===== config.mk =====
export PLATFORM = sky130hd
export DESIGN_NAME = cpu_mem_arbiter
export DESIGN_NICKNAME = d
export VERILOG_FILES = /design/src/rtl/cpu_mem_arbiter.sv
export SDC_FILE = /design/constraint.sdc
export NUM_CORES = 1
export LEC_CHECK = 0
export ABC_AREA = 1
export BUFFER_PORTS_ARGS = -buffer_cell sky130_fd_sc_hd__buf_4
export CORE_ASPECT_RATIO = 1.5
export CORE_UTILIZATION = 50
export DETAILED_ROUTE_END_ITERATION = 12
export PLACE_DENSITY = 0.86
export SLEW_MARGIN = 20
export SYNTH_ARGS = -nofsm -noshare
export SYNTH_HDL_FRONTEND = slang
export SYNTH_SLANG_ARGS = --single-unit

===== constraint.sdc =====
create_clock -name clk -period 2.6 [get_ports clk]
set_input_delay 0.13 -clock clk [delete_from_list [all_inputs] [get_ports clk]]
set_output_delay 0.13 -clock clk [all_outputs]
set_load 0.01 [all_outputs]

===== src/rtl/cpu_mem_arbiter.sv =====
// ---------------------------------------------------------------------------
// cpu_mem_arbiter
//
// Arbitrates the single-port data RAM between the CPU Memory stage
// (single-word loads/stores) and the VGA scanout reader (fixed-length read
// bursts). RAM commands and grants are combinational from the current state
// and the requests. Read data returns one cycle after its command and is
// steered to its owner by a registered return tag.
//
// Ports
//   clk, rst_b              clock, asynchronous active-low reset
//   cpu_req/we/addr/wdata   CPU access request (held until cpu_gnt)
//   cpu_gnt                 CPU access issued to RAM this cycle
//   cpu_rvalid/rdata        CPU read return, one cycle after the read grant
//   cpu_stall               cpu_req & ~cpu_gnt, stalls the pipeline
//   vid_req/urgent/addr     VGA burst request, FIFO low flag, burst base
//   vid_gnt                 first VGA beat issued this cycle
//   vid_rvalid/rdata        one pulse per returned VGA beat
//   ram_en/we/addr/wdata    RAM command
//   ram_rdata               RAM data, valid one cycle after a read command
// ---------------------------------------------------------------------------
module cpu_mem_arbiter #(
  parameter int ADDR_W   = 14,
  parameter int DATA_W   = 32,
  parameter int BURST    = 4,
  parameter int MAX_WAIT = 8
) (
  input  logic              clk,
  input  logic              rst_b,

  input  logic              cpu_req,
  input  logic              cpu_we,
  input  logic [ADDR_W-1:0] cpu_addr,
  input  logic [DATA_W-1:0] cpu_wdata,
  output logic              cpu_gnt,
  output logic              cpu_rvalid,
  output logic [DATA_W-1:0] cpu_rdata,
  output logic              cpu_stall,

  input  logic              vid_req,
  input  logic              vid_urgent,
  input  logic [ADDR_W-1:0] vid_addr,
  output logic              vid_gnt,
  output logic              vid_rvalid,
  output logic [DATA_W-1:0] vid_rdata,

  output logic              ram_en,
  output logic              ram_we,
  output logic [ADDR_W-1:0] ram_addr,
  output logic [DATA_W-1:0] ram_wdata,
  input  logic [DATA_W-1:0] ram_rdata
);

  localparam int BEAT_W = (BURST > 1) ? $clog2(BURST) : 1;
  localparam int WAIT_W = $clog2(MAX_WAIT + 1);

  localparam logic [BEAT_W-1:0] LAST_BEAT = BEAT_W'(BURST - 1);
  localparam logic [WAIT_W-1:0] WAIT_MAX  = WAIT_W'(MAX_WAIT);

  typedef enum logic {
    S_IDLE   = 1'b0,
    S_VBURST = 1'b1
  } state_e;

  state_e              state_q, state_d;
  logic [BEAT_W-1:0]   beat_q, beat_d;
  logic [ADDR_W-1:0]   base_q, base_d;
  logic [WAIT_W-1:0]   wait_q, wait_d;
  // 1 = VGA won the last arbitration, 0 = CPU.
  logic                last_vga_q, last_vga_d;

  // Return tags: which requester owns the data arriving next cycle.
  logic                cpu_tag_q, cpu_tag_d;
  logic                vid_tag_q, vid_tag_d;

  logic [DATA_W-1:0]   cpu_hold_q;
  logic [DATA_W-1:0]   vid_hold_q;

  logic                pick_cpu;
  logic                pick_vid;

  // ---------------------------------------------------------------------
  // Arbitration decision (only meaningful in IDLE)
  // ---------------------------------------------------------------------
  always_comb begin
    pick_cpu = 1'b0;
    pick_vid = 1'b0;
    if (cpu_req && (wait_q == WAIT_MAX)) begin
      // Starvation bound reached: CPU beats even an urgent VGA request.
      pick_cpu = 1'b1;
    end else if (vid_req && vid_urgent) begin
      pick_vid = 1'b1;
    end else if (cpu_req && vid_req) begin
      // Round-robin on a tie: whoever did not win last time.
      pick_cpu = last_vga_q;
      pick_vid = ~last_vga_q;
    end else if (cpu_req) begin
      pick_cpu = 1'b1;
    end else if (vid_req) begin
      pick_vid = 1'b1;
    end
  end

  // ---------------------------------------------------------------------
  // Next state, grants and RAM command
  // ---------------------------------------------------------------------
  always_comb begin
    state_d    = state_q;
    beat_d     = beat_q;
    base_d     = base_q;
    last_vga_d = last_vga_q;
    cpu_gnt    = 1'b0;
    vid_gnt    = 1'b0;
    ram_en     = 1'b0;
    ram_we     = 1'b0;
    ram_addr   = '0;
    ram_wdata  = '0;
    cpu_tag_d  = 1'b0;
    vid_tag_d  = 1'b0;

    case (state_q)
      S_IDLE: begin
        // Held quiet while reset is asserted so no command leaks out
        // during an asynchronous reset with requests still present.
        if (rst_b) begin
          if (pick_cpu) begin
            cpu_gnt    = 1'b1;
            ram_en     = 1'b1;
            ram_we     = cpu_we;
            ram_addr   = cpu_addr;
            ram_wdata  = cpu_we ? cpu_wdata : '0;
            cpu_tag_d  = ~cpu_we;
            last_vga_d = 1'b0;
          end else if (pick_vid) begin
            vid_gnt    = 1'b1;
            ram_en     = 1'b1;
            ram_addr   = vid_addr;
            vid_tag_d  = 1'b1;
            base_d     = vid_addr;
            beat_d     = BEAT_W'(1);
            last_vga_d = 1'b1;
            if (BURST > 1) begin
              state_d = S_VBURST;
            end
          end
        end
      end

      S_VBURST: begin
        // Remaining beats; address wraps naturally at 2^ADDR_W.
        ram_en    = 1'b1;
        ram_addr  = base_q + ADDR_W'(beat_q);
        vid_tag_d = 1'b1;
        beat_d    = beat_q + BEAT_W'(1);
        if (beat_q == LAST_BEAT) begin
          state_d = S_IDLE;
        end
      end

      default: begin
        state_d = S_IDLE;
      end
    endcase
  end

  // CPU wait counter: counts blocked cycles, saturates at MAX_WAIT.
  always_comb begin
    wait_d = wait_q;
    if (!cpu_req || cpu_gnt) begin
      wait_d = '0;
    end else if (wait_q != WAIT_MAX) begin
      wait_d = wait_q + WAIT_W'(1);
    end
  end

  // ---------------------------------------------------------------------
  // State registers
  // ---------------------------------------------------------------------
  always_ff @(posedge clk or negedge rst_b) begin
    if (!rst_b) begin
      state_q    <= S_IDLE;
      beat_q     <= '0;
      base_q     <= '0;
      wait_q     <= '0;
      last_vga_q <= 1'b1;
      cpu_tag_q  <= 1'b0;
      vid_tag_q  <= 1'b0;
      cpu_hold_q <= '0;
      vid_hold_q <= '0;
    end else begin
      state_q    <= state_d;
      beat_q     <= beat_d;
      base_q     <= base_d;
      wait_q     <= wait_d;
      last_vga_q <= last_vga_d;
      cpu_tag_q  <= cpu_tag_d;
      vid_tag_q  <= vid_tag_d;
      if (cpu_tag_q) begin
        cpu_hold_q <= ram_rdata;
      end
      if (vid_tag_q) begin
        vid_hold_q <= ram_rdata;
      end
    end
  end

  // ---------------------------------------------------------------------
  // Read return: data passes straight through in the tagged cycle and is
  // held afterwards so rdata stays stable while rvalid is low.
  // ---------------------------------------------------------------------
  assign cpu_rvalid = cpu_tag_q;
  assign vid_rvalid = vid_tag_q;
  assign cpu_rdata  = cpu_tag_q ? ram_rdata : cpu_hold_q;
  assign vid_rdata  = vid_tag_q ? ram_rdata : vid_hold_q;

  assign cpu_stall  = cpu_req & ~cpu_gnt;

endmodule


* Yosys cells after proc, flatten, opt, wreduce, memory -nomap -nowiden
Index checks and enable logic that the tools add are counted.
Word-level totals: bits in registers 88, input port bits 98, output and inout bits 117, word-level logic and storage cells 80
Operators by class: add/subtract/negate cells 3, eq/ne operators 6, mux-type cells 46, bitwise gates (word level) 6, reduce and logical (&&, ||, !) cells 10
Operators with widths (count):
- $mux W32 | 6
- $mux W14 | 3
- $pmux W14 S2 | 1
- $mux W1 | 27
- $add A14 B2 Y14 | 1
- $mux W4 | 2
- $mux W2 | 3
- $ne A2 B2 Y1 const B | 3
- $pmux W1 S2 | 3
- $reduce_and A3 Y1 | 2
- $not A1 Y1 | 5
- $add A4 B1 Y4 const B | 1
- $eq A4 B4 Y1 const B | 1
- $ne A4 B4 Y1 const B | 1
- $pmux W2 S2 | 1
- $reduce_and A4 Y1 | 1
- $reduce_bool A2 Y1 | 2
- $logic_and A1 B1 Y1 | 3
- $add A2 B1 Y2 const B | 1
- $eq A2 B2 Y1 const B | 1
- $and A1 B1 Y1 | 1
- $logic_not A1 Y1 | 1
- $logic_or A1 B1 Y1 | 1

* Logic depth before layout (Yosys ltp)
word-level depth 9, depth in mapped cells 11, depth with buffers taken out 11

* Worst setup path after synthesis
Ideal clock, no wire load.
kind flip-flop to output port, from reg beat_q[0], to out ram_addr[10], data arrival time 1.595 ns, data required time 2.470 ns, setup slack 0.875 ns, cell stages (with the launch flop) 11, path buffers 0, cell sequence dfrtp_1 -> ha_1 -> inv_1 -> fa_1 -> inv_1 -> nand3_1 -> nor2_1 -> nand2_1 -> o21ai_0 -> nand2_1 -> nand2_1
On the way: longest elaborated chain between the ends 2
RTL lines:
- start, declared | line 66 | logic [BEAT_W-1:0] beat_q, beat_d;
- start signal, assigned | line 192 | beat_q <= beat_d;
- $add A14 B2 Y14 | line 152 | ram_addr = base_q + ADDR_W'(beat_q);
- $pmux W14 S2 | line 121 | case (state_q)
- end, declared | line 49 | output logic [ADDR_W-1:0] ram_addr,
No other way between the ends.

* Final worst setup path
from reg wait_q[0], to out ram_wdata[31]
On the way: longest elaborated chain between the ends 6
RTL lines:
- start, declared | line 68 | logic [WAIT_W-1:0] wait_q, wait_d;
- start signal, assigned | line 194 | wait_q <= wait_d;
- $eq A4 B4 Y1 | line 88 | if (cpu_req && (wait_q == WAIT_MAX)) begin
- $logic_and A1 B1 Y1 | line 88
- $mux W1 | line 88
- $mux W32 | line 126 | if (pick_cpu) begin
- $mux W32 | line 125 | if (rst_b) begin
- $mux W32 | line 121
- end, declared | line 50 | output logic [DATA_W-1:0] ram_wdata,
No other way between the ends.

==> impl_metrics.yaml <==
logic_synthesis:
  synth-adder-area-share_pct: 1.90
  ys_warn_count: 0
  yosys.area_share.simple_pct: 19.0
  synth_nets: 541
  syn_area_per_cell_um2: 9.93
  yosys.area_share.xor_xnor_pct: 0.605
  synth_compound_area_share_pct: 2.77
  syn_inst: 437
  ys_types: 29
  ys_seq_area_share_pct: 50.8
  netlist_area_um2: 4340
  synth_seq_cells: 88
  synth_top_family_by_area: "simple AND/OR/NAND/NOR gates"
  synth_mux_area_share_pct: 16.6
clocking:
  clk_latency_ns: 0.33
  clkTransAtPathRegs_ns: 0.06
  cts_sinks: 88
  cts_tree: "done"
  cts-root-buf: "clkbuf_16"
  cts.path.max_buffers: 2
  post_cts_buffers: 0
  cts-buffers-inserted: 9
  cts_max_level: 3
setup_path:
  start_kind: "register"
  worstReg2RegStart: "wait_q[0]"
  end_kind: "output port"
  cp_max_fo: 33
  cp.required_ns: 2.47
  crit_type: "register to output port"
  r2r_end: "base_q[2]"
  rr_worst_depth: 8
  worstPathArrival_ns: 2.22
  reg2reg_slack_ns: 0.77
power_and_ir_drop:
  p_seq_share_pct: 34.9
  swShare_pct: 35.1
  internal-power_mw: 4.06
  clkPwrFrac_pct: 17.8
  power_density_nw_per_um2: 997
  power_switching_mw: 2.20
  ir_drop_v: 0.000584
  p_leak_nw: 3.33
  comb_power_share_pct: 47.2
floorplanning:
  die_h_um: 116
  dieArea_um2: 9070
  num_io_pins: 215
  die_w_um: 78.1
  rows: 41
  core_area_um2: 8410
  start_util_pct: 51.6
global_route:
  grt_pass1_wl_mm: 17.3
  grt_usage_pct: 25.0
  overflow: 0
  grt_max_degree: 61
  grt_antenna_before_repair: 0
  grt_pass1_vias: 3548
routing:
  remaining_drc_errors: 0
  vias_per_cell: 4.84
  routed.top_layer: "met4"
  vias: 3694
  wl_per_cell_um: 14.8
  drt-met1-wl_mm: 4.61
  drt_iter0_drc: 140
  wl_met2_mm: 5.87
  firstDrtPassIters: 4
  met3WireLength_um: 677
  ant_nets: 0
  wl_mm: 11.3
placement:
  gp_congestion: 0.887
  dp_slack_ns: 0.581
  dp_hpwl_mm: 8.79
  io_buffers: 214
status:
  status: "complete, no violations"
timing:
  finalCritPeriodShare_pct: 90.4
  setup_tns_ns: 0
  finalSetupViolCount: 0
  grt_setup_unrepaired: "no"
  clock_skew_ns: 0.00267
  clock.fmax_mhz: 425
  drv_slew: 0
  slew_headroom_pct: 52.3
  worst_slack_ns: 0.249
  final-hold-violation-count: 0
  fin_crit_ns: 2.35
  max_slew.worst_pin.slew_ns: 0.715
  holdWs_ns: 0.0210
layout:
  nNetsFinal: 757
  multi_input_area_um2: 1780
  nFillCells: 611
  seq_area_um2: 2200
  final_layout_size_suffix_gt1_share_pct: 50.8
  areaGrowthSynthToFinish_pct: 44.8
  diodes: 0
min_path:
  min_delay_path_depth: 3
  holdCritStartpoint: "vid_addr[6]"
  worstHoldEndpoint: "base_q[6]"
  hp-class: "input port to register"
flow_run:
  maxCapViolations: 0
-- routing by layer --
metal	vias to the layer above	GRT usage, %
li1	1819	-
met1	1724	31.5
met2	140	43.1
met3	11	5.63
met4	0	7.41
met5	-	0
-- flip-flops by register name, summed over array words and instances (netlist names) --
| register | flops |
|---|---|
| cpu_hold_q | 32 |
| vid_hold_q | 32 |
| base_q | 14 |
| wait_q | 4 |
| beat_q | 2 |
| cpu_rvalid | 1 |
| last_vga_q | 1 |
| state_q | 1 |
| vid_rvalid | 1 |
-- stage by stage --
stage | utilization (%) | total power [mW] | std cells | cell area (um^2)
floorplan | - | 3.75 | 437 | 4340
global placement | 71.4 | 5.06 | 747 | 6010
detailed placement | 71.4 | 5.18 | 747 | 6010
CTS | 74.7 | 6.32 | 763 | 6280
global route | 74.7 | 6.67 | 763 | 6280
finish | 74.7 | 6.26 | 763 | 6280
-- power groups by stage --
| stage | combinational (mW) | clock, mW | sequential [mW] |
|---|---|---|---|
| floorplan | 1.61 | 0 | 2.14 |
| global placement | 2.89 | 0 | 2.16 |
| detailed placement | 2.97 | 0 | 2.21 |
| CTS | 2.98 | 1.14 | 2.19 |
| global route | 3.21 | 1.21 | 2.25 |
| finish | 2.96 | 1.12 | 2.19 |
-- Yosys cell counts --
master	n	area, um^2
buf_6	4	45.0
nand4_1	8	50.1
nor2_1	16	60.1
inv_1	63	236
ha_1	5	62.6
nand4_4	1	21.3
nand3_1	29	145
or2_2	1	6.26
nor2_4	1	11.3
xnor2_1	1	8.76
fa_1	1	20.0
dfrtp_1	87	2180
buf_4	3	22.5
a21oi_1	2	10.0
nor2_2	29	181
clkbuf_1	3	11.3
mux2_1	8	90.1
nor3_1	2	10.0
nand3_2	1	10.0
inv_4	1	6.26
dfstp_2	1	26.3
buf_2	6	30.0
nand2_1	75	282
mux2_2	56	631
xor2_1	2	17.5
nand2_2	4	25.0
inv_2	3	11.3
nand2_4	2	22.5
o21ai_0	22	110
-- worst max path at each step --
stage	startpoint	slack, ns	cells after the start	end
after floorplan	beat_q[0]	0.87	10	ram_addr[10]
after global placement	beat_q[0]	0.62	11	ram_addr[10]
after detailed placement	beat_q[0]	0.58	11	ram_addr[10]
after CTS	beat_q[0]	0.21	11	ram_addr[10]
after global routing	beat_q[0]	0.003	11	ram_addr[10]
final	wait_q[0]	0.25	9	ram_wdata[31]
-- timing repair --
item / 4_1_cts / 5_1_grt
gates resized for setup: 0 / 1
hold buffers: 2 / 0
hold endpoints to repair: 28 / 0
setup endpoints to repair: 0 / 1
-- critical path, cell delays in order, from the launching register on --
cell and delay [ns]:
dfrtp_1 0.40, inv_1 0.10, ha_1 0.22, nand4_4 0.15, nand2_2 0.12, nand2_4 0.08, inv_4 0.16, nand2_4 0.31
nor2_1 0.20, buf_4 0.14
-- cells in the final DEF (no fill, tap or decap), drive strengths merged --
cell type and instances:
inv 67, xnor2 1, clkbuf 10, o21ai 22
buf 219, clkinv 4, fa 1, dfrtp 87
or2 1, nand4 9, ha 5, nor2 46
nand2 81, xor2 2, nor3 2, mux2 64
a21oi 2, dfstp 1, nand3 30, dlygate4sd3 2
-- area by class of cell --
class | count | share of cell area (%)
clock buffers | 10 | 3.64
clock inverters | 4 | 0.378
inverters | 67 | 4.04
multi-input cells | 266 | 28.3
flip-flops and latches | 88 | 35.1
well taps | 107 | 2.13
repair buffers | 221 | 26.5
-- kinds of logic after synthesis --
family / after synthesis
buffers and inverters: 83
xor gates and xnor gates: 3
DFF: 88
AOI/OAI and AO/OA: 24
muxes: 64
adders and majority gates: 6
and+or+nand+nor: 169
Power figures use the tool's default switching activity.
